--- config.mk ---
export PLATFORM = sky130hd
export DESIGN_NAME = sccb_config_sequencer
export DESIGN_NICKNAME = d
export VERILOG_FILES = /design/src/rtl/sccb_config_sequencer.sv
export SDC_FILE = /design/constraint.sdc
export NUM_CORES = 1
export LEC_CHECK = 0
export BUFFER_PORTS_ARGS = -buffer_cell sky130_fd_sc_hd__buf_2
export CORE_MARGIN = 4
export CORE_UTILIZATION = 57
export CTS_BUF_LIST = sky130_fd_sc_hd__clkbuf_8
export CTS_CLUSTER_DIAMETER = 50
export DETAILED_ROUTE_END_ITERATION = 8
export PLACE_DENSITY = 0.86
export RECOVER_POWER = 100
export SETUP_SLACK_MARGIN = 0.15
export SLEW_MARGIN = 20
export SYNTH_ARGS = -nofsm -noshare
export SYNTH_HDL_FRONTEND = slang
export SYNTH_SLANG_ARGS = --single-unit
--- constraint.sdc ---
create_clock -name clk_i -period 3.18 [get_ports clk_i]
set_input_delay 0.477 -clock clk_i [delete_from_list [all_inputs] [get_ports clk_i]]
set_output_delay 0.477 -clock clk_i [all_outputs]
set_load 0.005 [all_outputs]
--- src/rtl/sccb_config_sequencer.sv ---
// rtl/sccb_config_sequencer.sv - table-driven SCCB/I2C register write sequencer
// Walks {reg,value} table entries with END/DELAY markers, retries NACKed writes.
module sccb_config_sequencer #(
    parameter int                           ADDR_W       = 8,
    parameter int                           REG_W        = 8,
    parameter int                           VAL_W        = 8,
    parameter logic [REG_W+VAL_W-1:0]       END_MARK     = 16'hFFFF,
    parameter logic [REG_W+VAL_W-1:0]       DELAY_MARK   = 16'hFFF0,
    parameter int                           DELAY_CYCLES = 1000000,
    parameter int                           MAX_RETRY    = 3
) (
    input  logic                    clk_i,
    input  logic                    rst_i,
    input  logic                    start_i,
    output logic [ADDR_W-1:0]       rom_addr_o,
    input  logic [REG_W+VAL_W-1:0]  rom_data_i,
    output logic                    wr_valid_o,
    input  logic                    wr_ready_i,
    output logic [REG_W-1:0]        wr_reg_o,
    output logic [VAL_W-1:0]        wr_val_o,
    input  logic                    wr_done_i,
    input  logic                    wr_nack_i,
    output logic                    busy_o,
    output logic                    done_o,
    output logic                    error_o,
    output logic [1:0]              err_code_o,
    output logic [ADDR_W:0]         wr_count_o
);

    localparam int DW    = REG_W + VAL_W;
    localparam int CNT_W = $clog2(DELAY_CYCLES + 1);
    localparam int RTY_W = (MAX_RETRY > 0) ? $clog2(MAX_RETRY + 1) : 1;

    localparam logic [CNT_W-1:0]  DELAY_LOAD = CNT_W'(DELAY_CYCLES - 1);
    localparam logic [RTY_W-1:0]  RETRY_MAX  = RTY_W'(MAX_RETRY);
    localparam logic [ADDR_W-1:0] LAST_ADDR  = '1;

    typedef enum logic [2:0] {
        S_IDLE, S_FETCH, S_DECODE, S_ISSUE, S_WAIT_RESP, S_DELAY, S_FINISH, S_FAIL
    } state_t;

    state_t              state_q;
    logic [ADDR_W-1:0]   rom_addr_q;
    logic                wr_valid_q;
    logic [REG_W-1:0]    wr_reg_q;
    logic [VAL_W-1:0]    wr_val_q;
    logic                busy_q;
    logic                done_q;
    logic                error_q;
    logic [1:0]          err_code_q;
    logic [ADDR_W:0]     wr_count_q;
    logic [CNT_W-1:0]    delay_cnt_q;
    logic [RTY_W-1:0]    retry_q;
    logic                advance;

    // An entry is complete after an ACKed write or an expired delay.
    assign advance = ((state_q == S_WAIT_RESP) && wr_done_i && !wr_nack_i) ||
                     ((state_q == S_DELAY) && (delay_cnt_q == '0));

    always_ff @(posedge clk_i) begin
        if (rst_i) begin
            state_q     <= S_IDLE;
            rom_addr_q  <= '0;
            wr_valid_q  <= 1'b0;
            wr_reg_q    <= '0;
            wr_val_q    <= '0;
            busy_q      <= 1'b0;
            done_q      <= 1'b0;
            error_q     <= 1'b0;
            err_code_q  <= 2'd0;
            wr_count_q  <= '0;
            delay_cnt_q <= '0;
            retry_q     <= '0;
        end else begin
            case (state_q)
                S_IDLE, S_FINISH, S_FAIL: begin
                    if (start_i) begin
                        done_q     <= 1'b0;
                        error_q    <= 1'b0;
                        err_code_q <= 2'd0;
                        wr_count_q <= '0;
                        rom_addr_q <= '0;
                        busy_q     <= 1'b1;
                        state_q    <= S_FETCH;
                    end
                end
                S_FETCH: state_q <= S_DECODE;
                S_DECODE: begin
                    if (rom_data_i == END_MARK) begin
                        busy_q  <= 1'b0;
                        done_q  <= 1'b1;
                        state_q <= S_FINISH;
                    end else if (rom_data_i == DELAY_MARK) begin
                        delay_cnt_q <= DELAY_LOAD;
                        state_q     <= S_DELAY;
                    end else begin
                        wr_reg_q   <= rom_data_i[DW-1 -: REG_W];
                        wr_val_q   <= rom_data_i[VAL_W-1:0];
                        retry_q    <= '0;
                        wr_valid_q <= 1'b1;
                        state_q    <= S_ISSUE;
                    end
                end
                S_ISSUE: begin
                    if (wr_ready_i) begin
                        wr_valid_q <= 1'b0;
                        state_q    <= S_WAIT_RESP;
                    end
                end
                S_WAIT_RESP: begin
                    if (wr_done_i) begin
                        if (!wr_nack_i) begin
                            wr_count_q <= wr_count_q + (ADDR_W+1)'(1);
                        end else if (retry_q != RETRY_MAX) begin
                            retry_q    <= retry_q + RTY_W'(1);
                            wr_valid_q <= 1'b1;
                            state_q    <= S_ISSUE;
                        end else begin
                            busy_q     <= 1'b0;
                            done_q     <= 1'b0;
                            error_q    <= 1'b1;
                            err_code_q <= 2'd1;
                            state_q    <= S_FAIL;
                        end
                    end
                end
                S_DELAY: begin
                    if (delay_cnt_q != '0) begin
                        delay_cnt_q <= delay_cnt_q - CNT_W'(1);
                    end
                end
                default: state_q <= S_IDLE;
            endcase

            // Running off the last table slot without END_MARK is an overrun.
            if (advance) begin
                if (rom_addr_q == LAST_ADDR) begin
                    busy_q     <= 1'b0;
                    done_q     <= 1'b1;
                    error_q    <= 1'b1;
                    err_code_q <= 2'd2;
                    state_q    <= S_FINISH;
                end else begin
                    rom_addr_q <= rom_addr_q + ADDR_W'(1);
                    state_q    <= S_FETCH;
                end
            end
        end
    end

    assign rom_addr_o = rom_addr_q;
    assign wr_valid_o = wr_valid_q;
    assign wr_reg_o   = wr_reg_q;
    assign wr_val_o   = wr_val_q;
    assign busy_o     = busy_q;
    assign done_o     = done_q;
    assign error_o    = error_q;
    assign err_code_o = err_code_q;
    assign wr_count_o = wr_count_q;

endmodule

==> out/qor.csv <==
stage;metric;value;unit
outcome;result of the run;finished, final reports clean;
yosys;mux contribution to synthesized area;6.144;%
yosys;library cells used by synthesis;50;
clock_tree;hold_buf cts;0;
place;post-place setup slack;0.3896;ns
final_layout;area of all placed cells without fillers;0.003591;mm2
drt;Starting DRT DRC Count;242;
place;Port-buffer cells;60;
yosys;largest family of logic cells by synthesized area;simple AND/OR/NAND/NOR gates;
power;leakage power;1.410;nW
hold_path;hold path cells;3;
yosys;sequential cell area fraction in the yosys report;41.39;%
drt;remaining antenna violation count;0;
grt;Overflow after GRT;0;
grt;GRT Overall Usage;24.14;%
yosys;ys async rst share;0;%
setup_path;instance count on the critical path;7;
setup_path;arrival time at the worst endpoint;3.02;ns
setup_path;sequence of cells on the critical path;or4_1 > nand2b_1 > nor4_1 > clkbuf_1 > nor2_1 > or3_1 > a31oi_1;
yosys;area fraction in compound gates after synthesis;14.92;%
sta;RSZ-0062 raised after global routing;false;
setup_path;buffering stage count on the worst path with inverters included;1;
setup_path;startpoint kind of the worst setup timing path;register;
yosys;number of warning messages in the yosys log;0;
drt;DRC violation count after routing;0;
setup_path;Worst R2R Path Depth;7;
clock_tree;CTS HTree Levels;3;
yosys;gate count after technology mapping;370;
drt;total via count in the routed design;2998;
clock_tree;CTS Buf Count;9;
yosys;most frequently used flop master after synthesis;sky130_fd_sc_hd__dfxtp_1;
sta;worst rel slew slack;29.87;%
grt;number of global-route vias before repair;2857;
place;total placed instance area;0.003456;mm2
power;Cell Pwr Density;605.9;mW/mm2
floorplanning;area of the die;0.006673;mm2
yosys;number of nets produced by synthesis;397;
yosys;simple-gate share of the synthesized area;28.78;%
floorplanning;die height;81.69;um
place;last weighted congestion value of the routability-driven placer;0.8681;
final_layout;Filler Cell Count;440;
sta;setup violators final;0;
floorplanning;number of I/O pins;61;
sta;final count of pins violating max slew;0;
sta;post-route fraction of the period consumed by the critical path;86.19;%
clock_tree;number of cells upsized or downsized after cts;0;
yosys;cell type contributing the most total cell area after synthesis;sky130_fd_sc_hd__dfxtp_1;
setup_path;data required time of the worst path;3.45;ns
yosys;post-synth top area share;41.39;%
clock_tree;Clock Tree Buf Depth;2;
setup_path;CP max stage delay;0.58;ns
sta;final worst setup slack;0.4391;ns
drt;total detailed-routing wirelength;7530;um
sta;summed negative setup slack over all endpoints;0;ns
yosys;Post-Synthesis Mean Instance Area;8.366;um2
clock_tree;Worst-path clk slew;0.09;ns
floorplanning;number of cell rows;26;
final_layout;ant diodes;0;
sta;worst hold-check slack;0.3732;ns
setup_path;maximum net fanout on the critical path;10;
sta;count of endpoints failing hold in the final timing report;0;
grt;first-pass GRT wire length;12560;um
yosys;synthesized cell area;0.003095;mm2
clock_tree;clock latency on the worst-skew pair;0.36;ns
floorplanning;initial core utilization;59.85;%
yosys;number of enable flip-flop cells after synthesis;0;
yosys;XOR/XNOR share of the synthesized area;3.961;%
yosys;most frequent cell after synthesis;sky130_fd_sc_hd__dfxtp_1;
sta;worst slew pin tran;1.051;ns
drt;Detailed Routing Iterations Pass 1;5;
hold_path;worst min-delay path class;in2reg;
clock_tree;buffers inserted during post-CTS setup optimization;0;
power;Final Total Pwr;2.176;mW
grt;largest net degree at the start of global routing;49;
setup_path;type of the setup path with the least slack;reg2reg;
yosys;adder and majority gate portion of the synthesized area;2.021;%
setup_path;capturing element type of the critical path;register;
clock_tree;total clock sinks;64;
final_layout;area growth from synthesis to layout;16.01;%
grt;number of antenna violations at the first check in global routing;0;
floorplanning;horizontal die dimension;81.69;um
place;HPWL after DPL;5396;um
final_layout;number of nets at the end of the flow;457;
yosys;flip-flop and latch count after synthesis;64;
clock_tree;CTS tree;yes;
sta;Tmin final;2.741;ns
run;number of max-capacitance violations reported;0;
final_layout;non-filler cells in the finished layout;505;
final_layout;fraction of final layout cells sized beyond drive strength 1;14.25;%
setup_path;cell with the biggest individual delay on the critical path;sky130_fd_sc_hd__or4_1;
sta;Peak Freq;364.9;MHz
power;Max VDD drop;430.9;uV
place;number of placed instances, taps included;489;
drt;via density per instance;5.937;
yosys;synth top area cells;sky130_fd_sc_hd__dfxtp_1, sky130_fd_sc_hd__mux2i_1, sky130_fd_sc_hd__nor2_1;
floorplanning;core area;0.005172;mm2
yosys;list of most frequent post-synthesis cells;sky130_fd_sc_hd__dfxtp_1, sky130_fd_sc_hd__nor2_1, sky130_fd_sc_hd__nand2_1;
clock_tree;clock root buffer;sky130_fd_sc_hd__clkbuf_8;
setup_path;largest delay contributor family on the critical path;simple AND/OR/NAND/NOR gates;
final_layout;post-layout util;69.42;%
sta;clock skew;0.01042;ns
drt;Routed wire per std cell;14.91;um
==> layout make-up <==
class	instances	area, um2	area share (%)
clock buffer	9	123.9	3.449
clock inverter	7	55.05	1.533
inverter	7	26.28	0.7317
multi-input combinational	284	1717	47.81
sequential	64	1281	35.68
tap	70	87.58	2.439
timing repair buffer	64	300.3	8.362
==> worst paths after layout <==
path / slack (ns) / endpoint / start
worst max-delay path: 0.44 / rom_addr_o[6]$_SDFF_PP0_ / delay_cnt_q[11]$_SDFFE_PP0P_
worst min-delay path: 0.37 / wr_reg_o[0]$_SDFFE_PP0P_ / rom_data_i[8]
worst max register to register: 0.44 / rom_addr_o[6]$_SDFF_PP0_ / delay_cnt_q[11]$_SDFFE_PP0P_
worst min register to register: 0.47 / retry_q[1]$_SDFFE_PP0P_ / retry_q[1]$_SDFFE_PP0P_
==> where the power goes <==
part | internal (mW) | switching [mW]
sequential | 0.877 | 0.0666
combinational | 0.245 | 0.342
clock | 0.290 | 0.355
==> metal layers <==
| layer | global-route usage (%) | part of all wire [%] | wire length, um | vias to the layer above |
|---|---|---|---|---|
| met4 | 10.96 | 2.1 | 160 | 0 |
| met2 | 40.39 | 48 | 3645 | 105 |
| met5 | 0 | 0 | 0 | - |
| met1 | 29.30 | 44 | 3314 | 1405 |
| li1 | - | - | - | 1469 |
| met3 | 5.811 | 5.4 | 410 | 19 |
==> registers in the layout (all words and copies together), names as in the netlist, 2 cells and up <==
register and cells:
err_code_o 2, state_q 3, wr_count_o 9, wr_reg_o 8
rom_addr_o 8, delay_cnt_q 20, wr_val_o 8, retry_q 2
==> layout by cell type (no fill, tap or decap), types with 3 or more instances in the layout <==
cell type                  synthesis  routed
sky130_fd_sc_hd__or3_1             9       9
sky130_fd_sc_hd__mux2i_1          19      19
sky130_fd_sc_hd__o21ai_0          18      19
sky130_fd_sc_hd__clkbuf_1         12      22
sky130_fd_sc_hd__ha_1              5       5
sky130_fd_sc_hd__a31oi_1          11      11
sky130_fd_sc_hd__nor2b_1           3       3
sky130_fd_sc_hd__nor2_1           46      46
sky130_fd_sc_hd__a21oi_1          22      24
sky130_fd_sc_hd__clkbuf_8          0       9
sky130_fd_sc_hd__buf_2             3      39
sky130_fd_sc_hd__o21ai_1           4       3
sky130_fd_sc_hd__nand3_1          13      13
sky130_fd_sc_hd__inv_1             6       6
sky130_fd_sc_hd__nand2b_1          4       4
sky130_fd_sc_hd__buf_4             0       3
sky130_fd_sc_hd__and2_1            4       3
sky130_fd_sc_hd__nor4_1            7       7
sky130_fd_sc_hd__or4_1             6       7
sky130_fd_sc_hd__nor3_1           10      10
sky130_fd_sc_hd__nand4_1          12      12
sky130_fd_sc_hd__nor3b_1           5       5
sky130_fd_sc_hd__dfxtp_1          64      64
sky130_fd_sc_hd__xor2_1           12      12
sky130_fd_sc_hd__inv_6             0       3
sky130_fd_sc_hd__and3_1            9       9
sky130_fd_sc_hd__nand2_1          27      27
==> cells by family after synthesis <==
group,Yosys count
AND/OR/NAND/NOR,170
XOR/XNOR,14
AO/OA/AOI/OAI,76
buffers and inverters,22
adder cells (fa/ha/maj),5
flip-flops,64
multiplexers,19
==> tightest hold or removal path: cells and delay by family <==
kind,cells,cell delay (ns)
AND/OR/NAND/NOR,1,0.08
multiplexers,1,0.06
buffers and inverters,1,0.08
Note: power is estimated with default switching activity, not from simulation.
